<file path="src/rtl/coherence_bus_arbiter.sv">
// Shared-bus responder for a two-CPU MSI snooping system: captures per-CPU
// miss/upgrade requests, arbitrates round-robin, snoops the peer cache and answers.
module coherence_bus_arbiter #(
    parameter int ADDR_W         = 13,
    parameter int DATA_W         = 16,
    parameter int TIMEOUT_CYCLES = 64
) (
    input  logic                  clk,
    input  logic                  rst,
    input  logic [1:0]            read_miss,
    input  logic [1:0]            write_miss,
    input  logic [1:0]            invalidate,
    input  logic [2*ADDR_W-1:0]   BICO,
    input  logic [1:0]            cpu_search_found,
    input  logic [3:0]            block_state,
    input  logic [2*DATA_W-1:0]   send_other_proc_data,
    input  logic                  mem_rdy,
    output logic [1:0]            grant,
    output logic [3:0]            cpu_datasel,
    output logic [1:0]            cpu_search,
    output logic [2*ADDR_W-1:0]   BOCI,
    output logic [1:0]            invalidate_from_other_cpu,
    output logic [2*DATA_W-1:0]   other_proc_data,
    output logic                  bus_busy,
    output logic                  bus_err,
    output logic [1:0]            dbg_state
);
    localparam int CNT_W = $clog2(TIMEOUT_CYCLES) + 1;

    typedef enum logic [1:0] {IDLE, SNOOP, RESP, MEM_WAIT} state_t;
    typedef enum logic [1:0] {REQ_READ, REQ_WRITE, REQ_INV} req_t;

    state_t             state, state_nx;
    logic [1:0]         pending;
    req_t               pend_type [2];
    logic [ADDR_W-1:0]  pend_addr [2];
    logic               owner, last_winner;
    req_t               cur_type;
    logic [ADDR_W-1:0]  cur_addr;
    logic               hit_o;
    logic [DATA_W-1:0]  snoop_data;
    logic [CNT_W-1:0]   wait_cnt;
    logic               other, win_valid, win_id, set_err;

    assign other     = ~owner;
    assign win_valid = |pending;
    // Lone requester wins outright; on a tie the CPU that did not win last time goes.
    assign win_id    = pending[1] & (~pending[0] | ~last_winner);
    assign bus_busy  = (state != IDLE);
    assign dbg_state = state;

    always_comb begin
        state_nx = state;
        set_err  = 1'b0;
        case (state)
            IDLE:     if (win_valid) state_nx = SNOOP;
            SNOOP:    state_nx = RESP;
            RESP:     state_nx = (cur_type == REQ_READ && !hit_o) ? MEM_WAIT : IDLE;
            MEM_WAIT: begin
                if (mem_rdy) begin
                    state_nx = IDLE;
                end else if (wait_cnt == CNT_W'(TIMEOUT_CYCLES - 1)) begin
                    state_nx = IDLE;
                    set_err  = 1'b1;
                end
            end
            default:  state_nx = IDLE;
        endcase
    end

    always_ff @(posedge clk) begin
        if (rst) begin
            state       <= IDLE;
            pending     <= 2'b00;
            pend_type   <= '{REQ_READ, REQ_READ};
            pend_addr   <= '{'0, '0};
            owner       <= 1'b0;
            last_winner <= 1'b1;
            cur_type    <= REQ_READ;
            cur_addr    <= '0;
            hit_o       <= 1'b0;
            snoop_data  <= '0;
            wait_cnt    <= '0;
            bus_err     <= 1'b0;
        end else begin
            state <= state_nx;
            for (int i = 0; i < 2; i++) begin
                if (state == RESP && owner == 1'(i)) begin
                    pending[i] <= 1'b0;
                end else if ((read_miss[i] | write_miss[i] | invalidate[i]) &&
                             !(state != IDLE && owner == 1'(i))) begin
                    pending[i]   <= 1'b1;
                    pend_type[i] <= invalidate[i] ? REQ_INV :
                                    write_miss[i] ? REQ_WRITE : REQ_READ;
                    pend_addr[i] <= BICO[i*ADDR_W +: ADDR_W];
                end
            end
            if (state == IDLE && win_valid) begin
                owner       <= win_id;
                last_winner <= win_id;
                cur_type    <= pend_type[win_id];
                cur_addr    <= pend_addr[win_id];
            end
            if (state == SNOOP) begin
                hit_o      <= other ? (cpu_search_found[1] && block_state[3:2] != 2'b00)
                                    : (cpu_search_found[0] && block_state[1:0] != 2'b00);
                snoop_data <= other ? send_other_proc_data[2*DATA_W-1:DATA_W]
                                    : send_other_proc_data[DATA_W-1:0];
            end
            wait_cnt <= (state == MEM_WAIT && state_nx == MEM_WAIT) ? wait_cnt + 1'b1 : '0;
            if (set_err) bus_err <= 1'b1;
        end
    end

    always_comb begin
        grant                     = 2'b00;
        cpu_datasel               = 4'b0000;
        cpu_search                = 2'b00;
        BOCI                      = '0;
        invalidate_from_other_cpu = 2'b00;
        other_proc_data           = '0;
        case (state)
            SNOOP: begin
                cpu_search[other] = 1'b1;
                if (other) BOCI[2*ADDR_W-1:ADDR_W] = cur_addr;
                else       BOCI[ADDR_W-1:0]        = cur_addr;
            end
            RESP: begin
                grant[owner] = 1'b1;
                if (other) BOCI[2*ADDR_W-1:ADDR_W] = cur_addr;
                else       BOCI[ADDR_W-1:0]        = cur_addr;
                case (cur_type)
                    REQ_READ: begin
                        if (hit_o) begin
                            if (owner) begin
                                cpu_datasel[3:2]                   = 2'b01;
                                other_proc_data[2*DATA_W-1:DATA_W] = snoop_data;
                            end else begin
                                cpu_datasel[1:0]                   = 2'b01;
                                other_proc_data[DATA_W-1:0]        = snoop_data;
                            end
                        end
                    end
                    REQ_WRITE: invalidate_from_other_cpu[other] = hit_o;
                    REQ_INV:   invalidate_from_other_cpu[other] = 1'b1;
                    default:   ;
                endcase
            end
            MEM_WAIT: grant[owner] = 1'b1;
            default:  ;
        endcase
    end
endmodule

</file>
<file path="config.mk">
export PLATFORM = sky130hd
export DESIGN_NAME = coherence_bus_arbiter
export DESIGN_NICKNAME = d
export VERILOG_FILES = /design/src/rtl/coherence_bus_arbiter.sv
export SDC_FILE = /design/constraint.sdc
export NUM_CORES = 1
export LEC_CHECK = 0
export CAP_MARGIN = 20
export CORE_ASPECT_RATIO = 1.25
export CORE_UTILIZATION = 44
export DETAILED_ROUTE_END_ITERATION = 7
export PLACE_DENSITY_LB_ADDON = 0.12
export SYNTH_ARGS = -nofsm -noshare
export SYNTH_HDL_FRONTEND = slang
export SYNTH_SLANG_ARGS = --single-unit
</file>
<file path="constraint.sdc">
create_clock -name clk -period 2.1 [get_ports clk]
set_input_delay 0.42 -clock clk [delete_from_list [all_inputs] [get_ports clk]]
set_output_delay 0.42 -clock clk [all_outputs]
set_load 0.01 [all_outputs]
</file>
== After elaboration in Yosys (flattened, before gate mapping) ==
Cells that the tools add are included.
Cells by class
  add/sub/neg operators: 1
  order comparisons: 5
  equal/unequal tests: 7
  multiplexer cells: 41
  bitwise logic cells: 14
  reductions and logical operators: 29
Operators with widths (number)
  32-bit two-way mux: 3
  13-bit two-way mux: 5
  16-bit two-way mux: 3
  26-bit two-way mux: 1
  2-bit two-way mux: 12
  1-bit logical AND: 13
  2-bit OR reduction: 6
  1-bit two-way mux: 10
  3-bit two-way mux: 3
  2-bit == test (second input constant): 4
  2-bit one-hot mux with 4 select lines: 1
  7-bit by 1-bit adder with 7-bit output (second input constant): 1
  7-bit by 6-bit == test with 1-bit output (second input constant): 1
  1-bit inverter: 6
  2-bit nonzero test: 3
  1-bit OR: 5
  2-bit by 1-bit == test with 1-bit output (second input constant): 2
  2-bit logical NOT: 2
  1-bit by 2-bit < comparator with 1-bit output (second input constant): 2
  2-bit one-hot mux with 2 select lines: 1
  2-bit AND reduction: 2
  1-bit logical NOT: 3
  2-bit AND: 1
  1-bit demux with 1-bit select: 2
  4 further kinds: 5
Storage, ports and cells
  register bits after elaboration: 76
  input bits: 73

== Logic depth before layout (Yosys ltp) ==
  word-level depth: 8
  depth in mapped cells: 9
  gate-level depth less buffers: 6

== Worst setup path after synthesis ==
Ideal clock, no wire load.
  kind: register to output
  start point: register state[0] (netlist: dbg_state[0])
  end point: output other_proc_data[10]
  arrival: 1.505 ns
  slack: 0.175 ns
  stages on the path, launching flop included: 7
  buffers on the path: 1
  cell sequence: dfxtp_1 inv_1 ha_1 nand3_1 nor2_1 clkbuf_1 and2_1
Between the ends
  word-level cells in the longest chain between the ends: 2
RTL lines
  start, declared: line 33  | state_t state, state_nx;
  start signal, assigned: line 86  | state <= state_nx;
  2-bit == test: line 122  | case (state)
  32-bit two-way mux: line 122
  end, declared: line 23  | output logic [2*DATA_W-1:0] other_proc_data,
No other way between the ends.

== Worst setup path after layout ==
  start point: register state[0] (netlist: dbg_state[0])
  end point: output other_proc_data[17]
Same word-level chain as after synthesis.

==> impl_metrics.env <==
export IMPL_status="complete, but fails checks"
export IMPL_violations="design-rule violations, negative setup slack"
export IMPL_cp_slowest_cell="dfxtp_2"
export IMPL_worstPathMaxFanout=5
export IMPL_yosys_area_share_simple=0.223
export IMPL_finalSetupViolCount=1
export IMPL_final_common_cell="clkdlybuf4s50_1"
export IMPL_cp_end_kind="output port"
export IMPL_dp_hpwl_mm=6.86
export IMPL_diodes=0
export IMPL_viasPerCell=5.12
export IMPL_highest_layer="met4"
export IMPL_core_sq_um=8240
export IMPL_pwr_share_seq=0.399
export IMPL_synthXorXnorAreaFrac=0.0117
export IMPL_netSwitchingFraction=0.318
export IMPL_cts_sinks=76
export IMPL_crit_buf_inv=5
export IMPL_cts_buffers=9
export IMPL_globalplace_congestion=0.805
export IMPL_skew_ns=0.00810
export IMPL_io_pins=145
export IMPL_postRouteAntennaNets=0
export IMPL_grt_pass1_vias=3313
export IMPL_ys_seq_area_frac=0.406
export IMPL_die_w_um=84.6
export IMPL_grt_pass1_wl_mm=16.1
export IMPL_vdd_ir_drop_max_mv=0.575
export IMPL_detail_route_drc_violations=17
export IMPL_setup_ws_ns=-0.00416
export IMPL_clk_latency_ns=0.35
export IMPL_path_cells="inv_4, buf_6, ha_4, nand3_4, nor2_4, buf_6, buf_6, and2_1, buf_2"
export IMPL_drtPass1Iterations=8
export IMPL_wl_per_cell_um=15.4
export IMPL_area_delta_synth_final_pct=49.0
export IMPL_p_leak_nw=2.48
export IMPL_syn_area_sq_um=3750
export IMPL_routed_wl_mm=10.2
export IMPL_drtIter0Drc=157
export IMPL_timing_fmax_mhz=475
export IMPL_ctsHoldBuffers=0
export IMPL_arrival_ns=1.68
export IMPL_synth_top_family_by_area="simple AND/OR/NAND/NOR gates"
export IMPL_layout_common_cells="clkdlybuf4s50_1 (77), dfxtp_1 (71), nor2_1 (69), mux2i_1 (59), and2_1 (35)"
export IMPL_period_share=1.00
export IMPL_synth_compound_area_share=0.115
export IMPL_fin_crit_ns=2.10
export IMPL_die_h_um=105
export IMPL_clkPwrFrac=0.265
export IMPL_drv_cap=0
export IMPL_placed_cell_area_sq_um=5310
export IMPL_hold_viol=0
export IMPL_yosys_cell_types_count=43
export IMPL_synth_seq_cells=76
export IMPL_async_flop_share=0
export IMPL_ctsRootBufferMaster="clkbuf_8"
export IMPL_final_nets=643
export IMPL_syn_avg_cell_area_sq_um=9.19
export IMPL_cpLargestDelayFamily="buffers and inverters"
export IMPL_grt_ovfl_total=0
export IMPL_slew_viol_final=0
export IMPL_synth_adder_area_share=0.0267
export IMPL_ctsHtreeMaxLevel=3
export IMPL_tritoncts="yes"
export IMPL_dr_wl_met2_mm=5.08
export IMPL_p_sw_mw=1.45
export IMPL_drt_met1_wl_mm=4.28
export IMPL_via_count=3399
export IMPL_slowest_delay_ns=0.34
export IMPL_worstHoldPathType="input pin to register"
export IMPL_worstSetupPathType="register to output port"
export IMPL_track_usage=0.234
export IMPL_design_area_sq_um=5590
export IMPL_drive_gt1_frac=0.219
export IMPL_cp_start_kind="register"
export IMPL_portBuffers=142
export IMPL_clk_pin_slew_ns=0.08
export IMPL_grt_max_degree=69
export IMPL_routed_wl_met3_um=710
export IMPL_pwr_share_comb=0.336
export IMPL_row_count=37
export IMPL_crit_required_ns=1.68
export IMPL_synthMuxAreaShare=0.158
export IMPL_total_power_mw=4.57
export IMPL_synth_flop_cell="dfxtp_1"
export IMPL_start_util=0.455
export IMPL_clockBufferDepth=2
export IMPL_synth_edf_count=0
export IMPL_dieArea_sq_um=8890
export IMPL_synthCells=408
export IMPL_worst_path_most_repeated_cell="buf_6"
export IMPL_ys_warn_count=0
export IMPL_pwr_density_cell_nw_per_um2=818
export IMPL_internal_power_mw=3.12
export IMPL_rsz0062_at_grt="yes"
export IMPL_antenna_found_initial=0
-- cell usage after synthesis (all sizes together), types with 4 or more instances --
| master | count | area share |
|---|---|---|
| mux2i | 59 | 0.16 |
| nor2 | 72 | 0.072 |
| dfxtp | 76 | 0.41 |
| nand2 | 7 | 0.0070 |
| inv | 7 | 0.0070 |
| clkbuf | 16 | 0.016 |
| a21oi | 8 | 0.011 |
| nor3 | 8 | 0.011 |
| o21ai | 4 | 0.0053 |
| buf | 15 | 0.036 |
| and3 | 13 | 0.022 |
| a211oi | 34 | 0.068 |
| ha | 8 | 0.027 |
| and2 | 45 | 0.075 |
-- kinds of logic (layout without fill, tap and decap cells) --
kind of cell | count (synthesis) | count (layout)
multiplexers | 59 | 59
AO/OA/AOI/OAI | 57 | 57
AND/OR/NAND/NOR | 164 | 165
other | 1 | 2
flip-flops | 76 | 76
buffers and inverters | 38 | 195
XOR/XNOR | 5 | 5
adder cells (fa/ha/maj) | 8 | 8
-- power groups by stage --
| stage | clock network [mW] | registers [mW] | logic, mW |
|---|---|---|---|
| 6_report | 1.21 | 1.82 | 1.54 |
| 5_1_grt | 1.30 | 1.86 | 1.67 |
| 4_1_cts | 1.23 | 1.82 | 1.51 |
| 3_5_place_dp | 0 | 1.84 | 1.40 |
| 3_3_place_gp | 0 | 1.83 | 1.38 |
| 2_1_floorplan | 0 | 1.80 | 0.889 |
-- path summary, 6_finish.rpt --
kind | from | cells past startpoint | slack, ns | end
setup / recovery | dbg_state[0] | 9 | -0.004 | other_proc_data[17]
hold / removal | rst | 2 | 0.29 | bus_err
setup reg to reg | dbg_state[0] | 9 | 0.27 | pend_addr[4]
hold reg to reg | pend_type[2] | 2 | 0.45 | pend_type[2]
-- cell type report --
cell class / count / area (sq um)
fill: 719 / 2660
multi-input combinational: 296 / 2120
timing repair buffer: 172 / 1570
sequential: 76 / 1530
clock buffer: 10 / 128
tap: 97 / 121
clock inverter: 6 / 88.8
inverter: 7 / 32.5
-- metrics by stage --
stage                     instances  hold WS, ns   util  setup WS (ns)  setup TNS (ns)
after detailed placement        638        0.443  0.644         -0.168           -3.12
final                           664        0.288  0.678       -0.00416        -0.00416
after global placement          638        0.440  0.644         -0.123           -1.87
after floorplan                 409        0.431      -          0.175               0
after CTS                       665        0.284  0.686         -0.135           -2.01
after global routing            664        0.293  0.678        -0.0712          -0.497
-- registers in the layout, indices dropped and copies added (netlist names) --
signal	count
hit_o	1
cur_addr	13
owner	1
wait_cnt	7
dbg_state	2
last_winner	1
snoop_data	16
pending	2
pend_type	4
pend_addr	26
bus_err	1
cur_type	2
-- worst reg2reg max path, cell delays in order, from the launching register on --
cell	delay, ns
dfxtp_2	0.35
inv_4	0.05
buf_6	0.11
ha_4	0.15
buf_4	0.15
and2b_4	0.26
o32a_1	0.20
buf_12	0.19
mux2i_1	0.21
nor2_1	0.06
-- layer usage --
metal  global-route usage  vias to the layer above
li1                     -                     1713
met1                0.267                     1546
met2                0.417                      126
met3               0.0529                       14
met4               0.0932                        0
met5                    0                        -
-- what timing repair did --
action | 4_1_cts | 5_1_grt
buffers inserted | 7 | 1
gates resized for setup | 188 | 65
pin swaps | 4 | 7
setup endpoints to repair | 65 | 62
gates cloned | 4 | 0
hold endpoints to repair | 0 | 0
Power figures use the tool's default switching activity.
